### src/rtl/memory_game_display_core_pkg.sv
// Shared types, constants and the hex-to-segment decoder for the memory game display.
package memory_game_pkg;
  typedef logic [6:0] seg_t;
  typedef logic [3:0] anode_t;

  typedef struct packed {
    anode_t anode;
    seg_t   seg;
  } disp_t;

  localparam anode_t ANODES_OFF = 4'b1111;
  localparam seg_t   SEG_OFF    = 7'b1111111;

  // Segment order {a,b,c,d,e,f,g}, active-low.
  localparam seg_t SEG_0 = 7'b0000001;
  localparam seg_t SEG_1 = 7'b1001111;
  localparam seg_t SEG_2 = 7'b0010010;
  localparam seg_t SEG_3 = 7'b0000110;
  localparam seg_t SEG_4 = 7'b1001100;
  localparam seg_t SEG_5 = 7'b0100100;
  localparam seg_t SEG_6 = 7'b0100000;
  localparam seg_t SEG_7 = 7'b0001111;
  localparam seg_t SEG_8 = 7'b0000000;
  localparam seg_t SEG_9 = 7'b0000100;
  localparam seg_t SEG_A = 7'b0001000;
  localparam seg_t SEG_B = 7'b1100000;
  localparam seg_t SEG_C = 7'b0110001;
  localparam seg_t SEG_D = 7'b1000010;
  localparam seg_t SEG_E = 7'b0110000;
  localparam seg_t SEG_F = 7'b0111000;

  // Tick generator slots
  localparam int NUM_TICKS = 3;
  localparam int TK_FAST   = 0;
  localparam int TK_BLINK  = 1;
  localparam int TK_READ   = 2;

  function automatic seg_t hexToSeg(input logic [3:0] nib);
    seg_t s;
    case (nib)
      4'h0: s = SEG_0;
      4'h1: s = SEG_1;
      4'h2: s = SEG_2;
      4'h3: s = SEG_3;
      4'h4: s = SEG_4;
      4'h5: s = SEG_5;
      4'h6: s = SEG_6;
      4'h7: s = SEG_7;
      4'h8: s = SEG_8;
      4'h9: s = SEG_9;
      4'hA: s = SEG_A;
      4'hB: s = SEG_B;
      4'hC: s = SEG_C;
      4'hD: s = SEG_D;
      4'hE: s = SEG_E;
      default: s = SEG_F;
    endcase
    return s;
  endfunction
endpackage

### src/rtl/memory_game_display_core_if.sv
// Game-logic <-> display-core signal bundle; master is the game side, slave is the core.
interface memory_game_display_core_if;
  import memory_game_pkg::*;

  logic        displayPhase;
  logic [15:0] randInt;
  logic [15:0] userInput;
  logic        inputReady;
  logic        correct;
  logic        fastTick;
  logic        blinkOn;
  logic        readTick;
  anode_t      anodeActivate;
  seg_t        LED_out;

  modport master (
    output displayPhase, randInt, userInput, inputReady,
    input  correct, fastTick, blinkOn, readTick, anodeActivate, LED_out
  );

  modport slave (
    input  displayPhase, randInt, userInput, inputReady,
    output correct, fastTick, blinkOn, readTick, anodeActivate, LED_out
  );
endinterface

### src/rtl/memory_game_display_core_tick_gen.sv
// Free-running divider: tick is high for the single cycle where the count sits at DIV-1.
module tick_gen #(
  parameter int DIV = 4
) (
  input  logic clk,
  input  logic rst,
  output logic tick
);
  localparam int W = (DIV > 1) ? $clog2(DIV) : 1;

  logic [W-1:0] cnt;

  assign tick = (cnt == W'(DIV - 1));

  always_ff @(posedge clk) begin
    if (rst)       cnt <= '0;
    else if (tick) cnt <= '0;
    else           cnt <= cnt + 1'b1;
  end
endmodule

### src/rtl/memory_game_display_core.sv
// Timing enables, answer compare and 4-digit multiplexed seven-segment drive.
module memory_game_display_core
  import memory_game_pkg::*;
#(
  parameter int FAST_DIV  = 100_000,
  parameter int BLINK_DIV = 25_000_000,
  parameter int READ_DIV  = 5_000_000
) (
  input logic                         clk,
  input logic                         rst,
  memory_game_display_core_if.slave   bus
);
  localparam int DIVS [NUM_TICKS] = '{FAST_DIV, BLINK_DIV, READ_DIV};

  logic [NUM_TICKS-1:0] ticks;
  logic                 blinkOn;
  logic [1:0]           idx;
  logic                 correct;
  logic                 blank;
  logic [15:0]          selVal;
  logic [3:0]           nib;
  disp_t                dispD, dispQ;

  for (genvar g = 0; g < NUM_TICKS; g++) begin : gTick
    tick_gen #(.DIV(DIVS[g])) uTick (
      .clk  (clk),
      .rst  (rst),
      .tick (ticks[g])
    );
  end

  always_ff @(posedge clk) begin
    if (rst)                  blinkOn <= 1'b1;
    else if (ticks[TK_BLINK]) blinkOn <= ~blinkOn;
  end

  always_ff @(posedge clk) begin
    if (rst)                 idx <= 2'd0;
    else if (ticks[TK_FAST]) idx <= idx + 2'd1;
  end

  assign correct = (bus.userInput == bus.randInt);
  assign selVal  = bus.displayPhase ? bus.randInt : bus.userInput;
  assign nib     = selVal[{idx, 2'b00} +: 4];

  // A wrong, completed entry flashes: dark during the off half of the blink period.
  assign blank = ~bus.displayPhase & bus.inputReady & ~correct & ~blinkOn;

  always_comb begin
    dispD.anode = ~(4'b0001 << idx);
    dispD.seg   = hexToSeg(nib);
    if (blank) dispD.anode = ANODES_OFF;
  end

  always_ff @(posedge clk) begin
    if (rst) begin
      dispQ.anode <= ANODES_OFF;
      dispQ.seg   <= SEG_OFF;
    end else begin
      dispQ <= dispD;
    end
  end

  assign bus.correct       = correct;
  assign bus.fastTick      = ticks[TK_FAST];
  assign bus.blinkOn       = blinkOn;
  assign bus.readTick      = ticks[TK_READ];
  assign bus.anodeActivate = dispQ.anode;
  assign bus.LED_out       = dispQ.seg;
endmodule

### src/flat_wrapper.sv
// flat-port wrapper written by rule: the top's interface ports become plain ports
module memory_game_display_core_flat import memory_game_pkg::*;
#(
  parameter int FAST_DIV  = 100_000,
  parameter int BLINK_DIV = 25_000_000,
  parameter int READ_DIV  = 5_000_000
)
  (clk, rst, bus_displayPhase, bus_randInt, bus_userInput, bus_inputReady, bus_correct, bus_fastTick, bus_blinkOn, bus_readTick, bus_anodeActivate, bus_LED_out);
  memory_game_display_core_if bus_i ();
  input logic clk;
  input logic rst;
  input wire logic [$bits(bus_i.displayPhase)-1:0] bus_displayPhase;
  input wire logic [$bits(bus_i.randInt)-1:0] bus_randInt;
  input wire logic [$bits(bus_i.userInput)-1:0] bus_userInput;
  input wire logic [$bits(bus_i.inputReady)-1:0] bus_inputReady;
  output wire logic [$bits(bus_i.correct)-1:0] bus_correct;
  output wire logic [$bits(bus_i.fastTick)-1:0] bus_fastTick;
  output wire logic [$bits(bus_i.blinkOn)-1:0] bus_blinkOn;
  output wire logic [$bits(bus_i.readTick)-1:0] bus_readTick;
  output wire logic [$bits(bus_i.anodeActivate)-1:0] bus_anodeActivate;
  output wire logic [$bits(bus_i.LED_out)-1:0] bus_LED_out;
  assign bus_i.displayPhase = bus_displayPhase;
  assign bus_i.randInt = bus_randInt;
  assign bus_i.userInput = bus_userInput;
  assign bus_i.inputReady = bus_inputReady;
  assign bus_correct = bus_i.correct;
  assign bus_fastTick = bus_i.fastTick;
  assign bus_blinkOn = bus_i.blinkOn;
  assign bus_readTick = bus_i.readTick;
  assign bus_anodeActivate = bus_i.anodeActivate;
  assign bus_LED_out = bus_i.LED_out;
  memory_game_display_core #(.FAST_DIV(FAST_DIV), .BLINK_DIV(BLINK_DIV), .READ_DIV(READ_DIV)) u_core (.clk(clk), .rst(rst), .bus(bus_i));
endmodule
### config.mk
export PLATFORM = sky130hd
export DESIGN_NAME = memory_game_display_core_flat
export DESIGN_NICKNAME = d
export VERILOG_FILES = /design/src/rtl/memory_game_display_core_pkg.sv /design/src/rtl/memory_game_display_core_if.sv /design/src/rtl/memory_game_display_core_tick_gen.sv /design/src/rtl/memory_game_display_core.sv /design/src/flat_wrapper.sv
export SDC_FILE = /design/constraint.sdc
export NUM_CORES = 1
export LEC_CHECK = 0
export BUFFER_PORTS_ARGS = -buffer_cell sky130_fd_sc_hd__buf_4
export CAP_MARGIN = 40
export CORE_MARGIN = 1
export CORE_UTILIZATION = 50
export CTS_CLUSTER_SIZE = 28
export DETAILED_ROUTE_END_ITERATION = 10
export GPL_TIMING_DRIVEN = 0
export PLACE_DENSITY = 0.73
export SETUP_SLACK_MARGIN = 0.3
export SKIP_LAST_GASP = 1
export SYNTH_ARGS = -nofsm -noshare
export SYNTH_HDL_FRONTEND = slang
export SYNTH_SLANG_ARGS = --single-unit
### constraint.sdc
create_clock -name clk -period 2.6 [get_ports clk]
set_input_delay 0.52 -clock clk [delete_from_list [all_inputs] [get_ports clk]]
set_output_delay 0.52 -clock clk [all_outputs]
set_load 0.02 [all_outputs]
==> metrics.csv <==
metric,value,unit
critical path's largest stage delay,0.38,ns
Util after Layout,64.06,%
worst rel slew slack,43.29,%
P per Cell Area,512.8,nW/um2
Yosys cell types,49,
most frequent cell after synthesis,nor2_1,
I/O pins,51,
Seq pwr share,49.1,%
syn_nets,487,
vias per cell,5.184,
peak supply drop,0.0003199,V
die height,91.88,um
Mapped Cells,438,
final count of negative-setup-slack endpoints,0,
initial drt markers,80,
status,completed,
Die X,91.88,um
post-synthesis instance area,4039,um2
Ys Warns,0,
final instance area,4976,um2
drt first pass iters,4,
r2r endpoint,u_core.bus.LED_out[3],
Post-synth EDFFs,0,
Antenna Violating Nets Remaining,0,
grt ovf,0,
sequential area share after synthesis,39.16,%
CTS Root Cell,clkbuf_8,
worst-skew pair later-pin latency,0.35,ns
htree depth,3,
area post-placement,4584,um2
unrepaired setup endpoints after global routing,yes,
initial core utilization,52.00,%
Clock Path Buffers,2,
Sw Share,22.62,%
WL met2,3748,um
largest net degree at the start of global routing,14,
TritonCTS clock tree,yes,
Power Internal,1.975,mW
Crit Path Category,reg -> out,
Sink Count,79,
CP cell instances,"ha_4, and4_4, nand3_2, nor4_4, buf_4",
commonest cells in the netlist,"nor2_1 (85), dfxtp_1 (79), xnor2_1 (40)",
final setup skew,0.01284,ns
critical path's slowest cell,dfxtp_2,
kind of cell adding the most delay to the critical path,simple AND/OR/NAND/NOR gates,
via count,3183,
highest routing layer actually used,met4,
async set-or-reset flop fraction in the synthesized netlist,0,%
routed wl met3,298,um
P_sw,0.5771,mW
first-pass GRT wire length,13390,um
flop2flop setup slack,0.47,ns
"top cells by area, synth","dfxtp_1 (39%), xnor2_1 (8.7%), xor2_1 (8.0%), nor2_1 (7.9%), ha_1 (4.0%)",
row cnt,32,
Bufs and invs on worst path,1,
Worst Hold Path EP,u_core.gTick[2].uTick.cnt[0],
antenna violations before repair,0,
cts bufs inserted,9,
Logic pwr share,10.9,%
setup TNS,0,ns
Yosys top cell by area,dfxtp_1,
worst path required time,2.08,ns
Max Cap Viol,0,
DP Wirelength,5665,um
# hold bufs at CTS,0,
Routed WL,7717,um
syn_area_per_cell,9.221,um2
critical path peak fanout,4,
"Clk pin slew, worst setup/hold paths",0.08,ns
DIE AREA,8441,um2
Fmax achieved,451.5,MHz
DRC violations left,0,
fin crit share,85.19,%
r2r worst-path depth,9,
crit end category,primary output,
Worst Hold Launch,u_core.gTick[2].uTick.cnt[0],
min-delay worst type,reg -> reg,
hold path cells,1,
area growth from synthesis to layout,23.20,%
vias in the first global route,3051,
wl on met1,3589,um
crit path time final,2.215,ns
worst slew pin tran,0.8436,ns
Synth top area share,39.16,%
final net count,556,
post-DR wirelength/cell,12.57,um
clock share of power,40.0,%
routability congestion estimate,0.8421,
Pleak,1.893,nW
Ant. Diodes,0,
Slew Limit Fails,0,
Critical Path AT,1.70,ns
Core Area,7767,um2
r2r startpoint,u_core.idx[0],
port bufs,50,
share of cells above drive strength 1,25.39,%
Seq cells post-synth,79,
Fin. Hold Viols,0,
main flop type after synthesis,dfxtp_1,
CP startpoint kind,flop,
GR Util All Layers,19.79,%
## placed cells by master (no fill, tap or decap), types with 5 or more instances in the layout
master / synthesis / final
and3_1: 7 / 7
and4_1: 9 / 8
buf_2: 5 / 5
buf_4: 2 / 59
clkbuf_8: 0 / 11
dfxtp_1: 79 / 70
dfxtp_2: 0 / 6
ha_1: 13 / 10
inv_1: 17 / 13
mux2i_1: 6 / 5
mux4_2: 6 / 6
nand2_1: 27 / 27
nand3_1: 28 / 27
nand4_1: 15 / 15
nor2_1: 85 / 85
xnor2_1: 40 / 40
xor2_1: 37 / 37
## sequential cells by signal, indices dropped and copies added, names as in the netlist
name,cells
u_core.bus.LED_out,7
u_core.gTick.uTick.cnt,65
u_core.bus.anodeActivate,4
u_core.idx,2
u_core.bus.blinkOn,1
## power groups by stage
stage	registers, mW	clock network [mW]	logic, mW
final	1.25	1.02	0.277
after global routing	1.26	1.12	0.309
after floorplan	1.29	0	0.151
after detailed placement	1.28	0	0.270
after CTS	1.25	1.06	0.272
after global placement	1.28	0	0.264
## metal layers
layer | global-route usage (%) | vias up
met5 | 0 | -
met4 | 7.422 | 0
met3 | 5.638 | 8
met2 | 32.90 | 48
met1 | 24.26 | 1488
li1 | - | 1639
## how the worst max path moves through the flow
stage	startpoint	end	slack [ns]	cells after the start
floorplan	bus_displayPhase	u_core.bus.LED_out[3]	0.31	9
global placement	bus_displayPhase	u_core.bus.LED_out[3]	0.03	10
detailed placement	bus_displayPhase	u_core.bus.LED_out[3]	0.005	10
CTS	u_core.gTick[0].uTick.cnt[0]	bus_fastTick	0.27	5
global route	bus_displayPhase	u_core.bus.LED_out[3]	0.28	9
finish	u_core.gTick[0].uTick.cnt[0]	bus_fastTick	0.38	5
## repair_timing
action,4_1_cts,5_1_grt
buffers inserted,1,6
pin swaps,3,3
endpoints found under the setup margin,3,5
hold endpoints to repair,0,0
gates resized for setup,8,22
## cell type report
type | instances | area (um2)
buffer | 12 | 105.1
clock buffer | 12 | 155.1
multi-input combinational | 330 | 2410
tap | 102 | 127.6
timing repair buffer | 58 | 432.9
inverter | 17 | 67.56
fill | 658 | 2791
clock inverter | 4 | 77.57
sequential | 79 | 1600
## kinds of logic after synthesis
kind of cell               count (synthesis)  synth area share [%]
AOI/OAI and AO/OA                         21                 4.059
xor gates and xnor gates                  77                 16.70
adders and majority gates                 13                 4.027
buffers and inverters                     29                 3.810
DFF                                       79                 39.16
muxes                                     16                 6.289
and+or+nand+nor                          203                 25.96
## metrics by stage
| stage | worst slack [ns] | power [mW] | hold WS [ns] | std cells |
|---|---|---|---|---|
| floorplan | 0.3141 | 1.444 | 0.4259 | 438 |
| global placement | 0.03232 | 1.541 | 0.4404 | 590 |
| detailed placement | 0.004738 | 1.548 | 0.4467 | 591 |
| CTS | 0.2698 | 2.583 | 0.4365 | 608 |
| global route | 0.2821 | 2.687 | 0.4689 | 614 |
| finish | 0.3849 | 2.552 | 0.4493 | 614 |
## worst reg2reg max path: stages (launching register included)
cell and delay, ns:
dfxtp_2 0.38, buf_6 0.16, mux4_2 0.34, mux2i_4 0.27
inv_2 0.07, ha_2 0.19, inv_2 0.07, nor3_2 0.05
a2111o_1 0.36, o31a_1 0.12
Power figures use the tool's default switching activity.
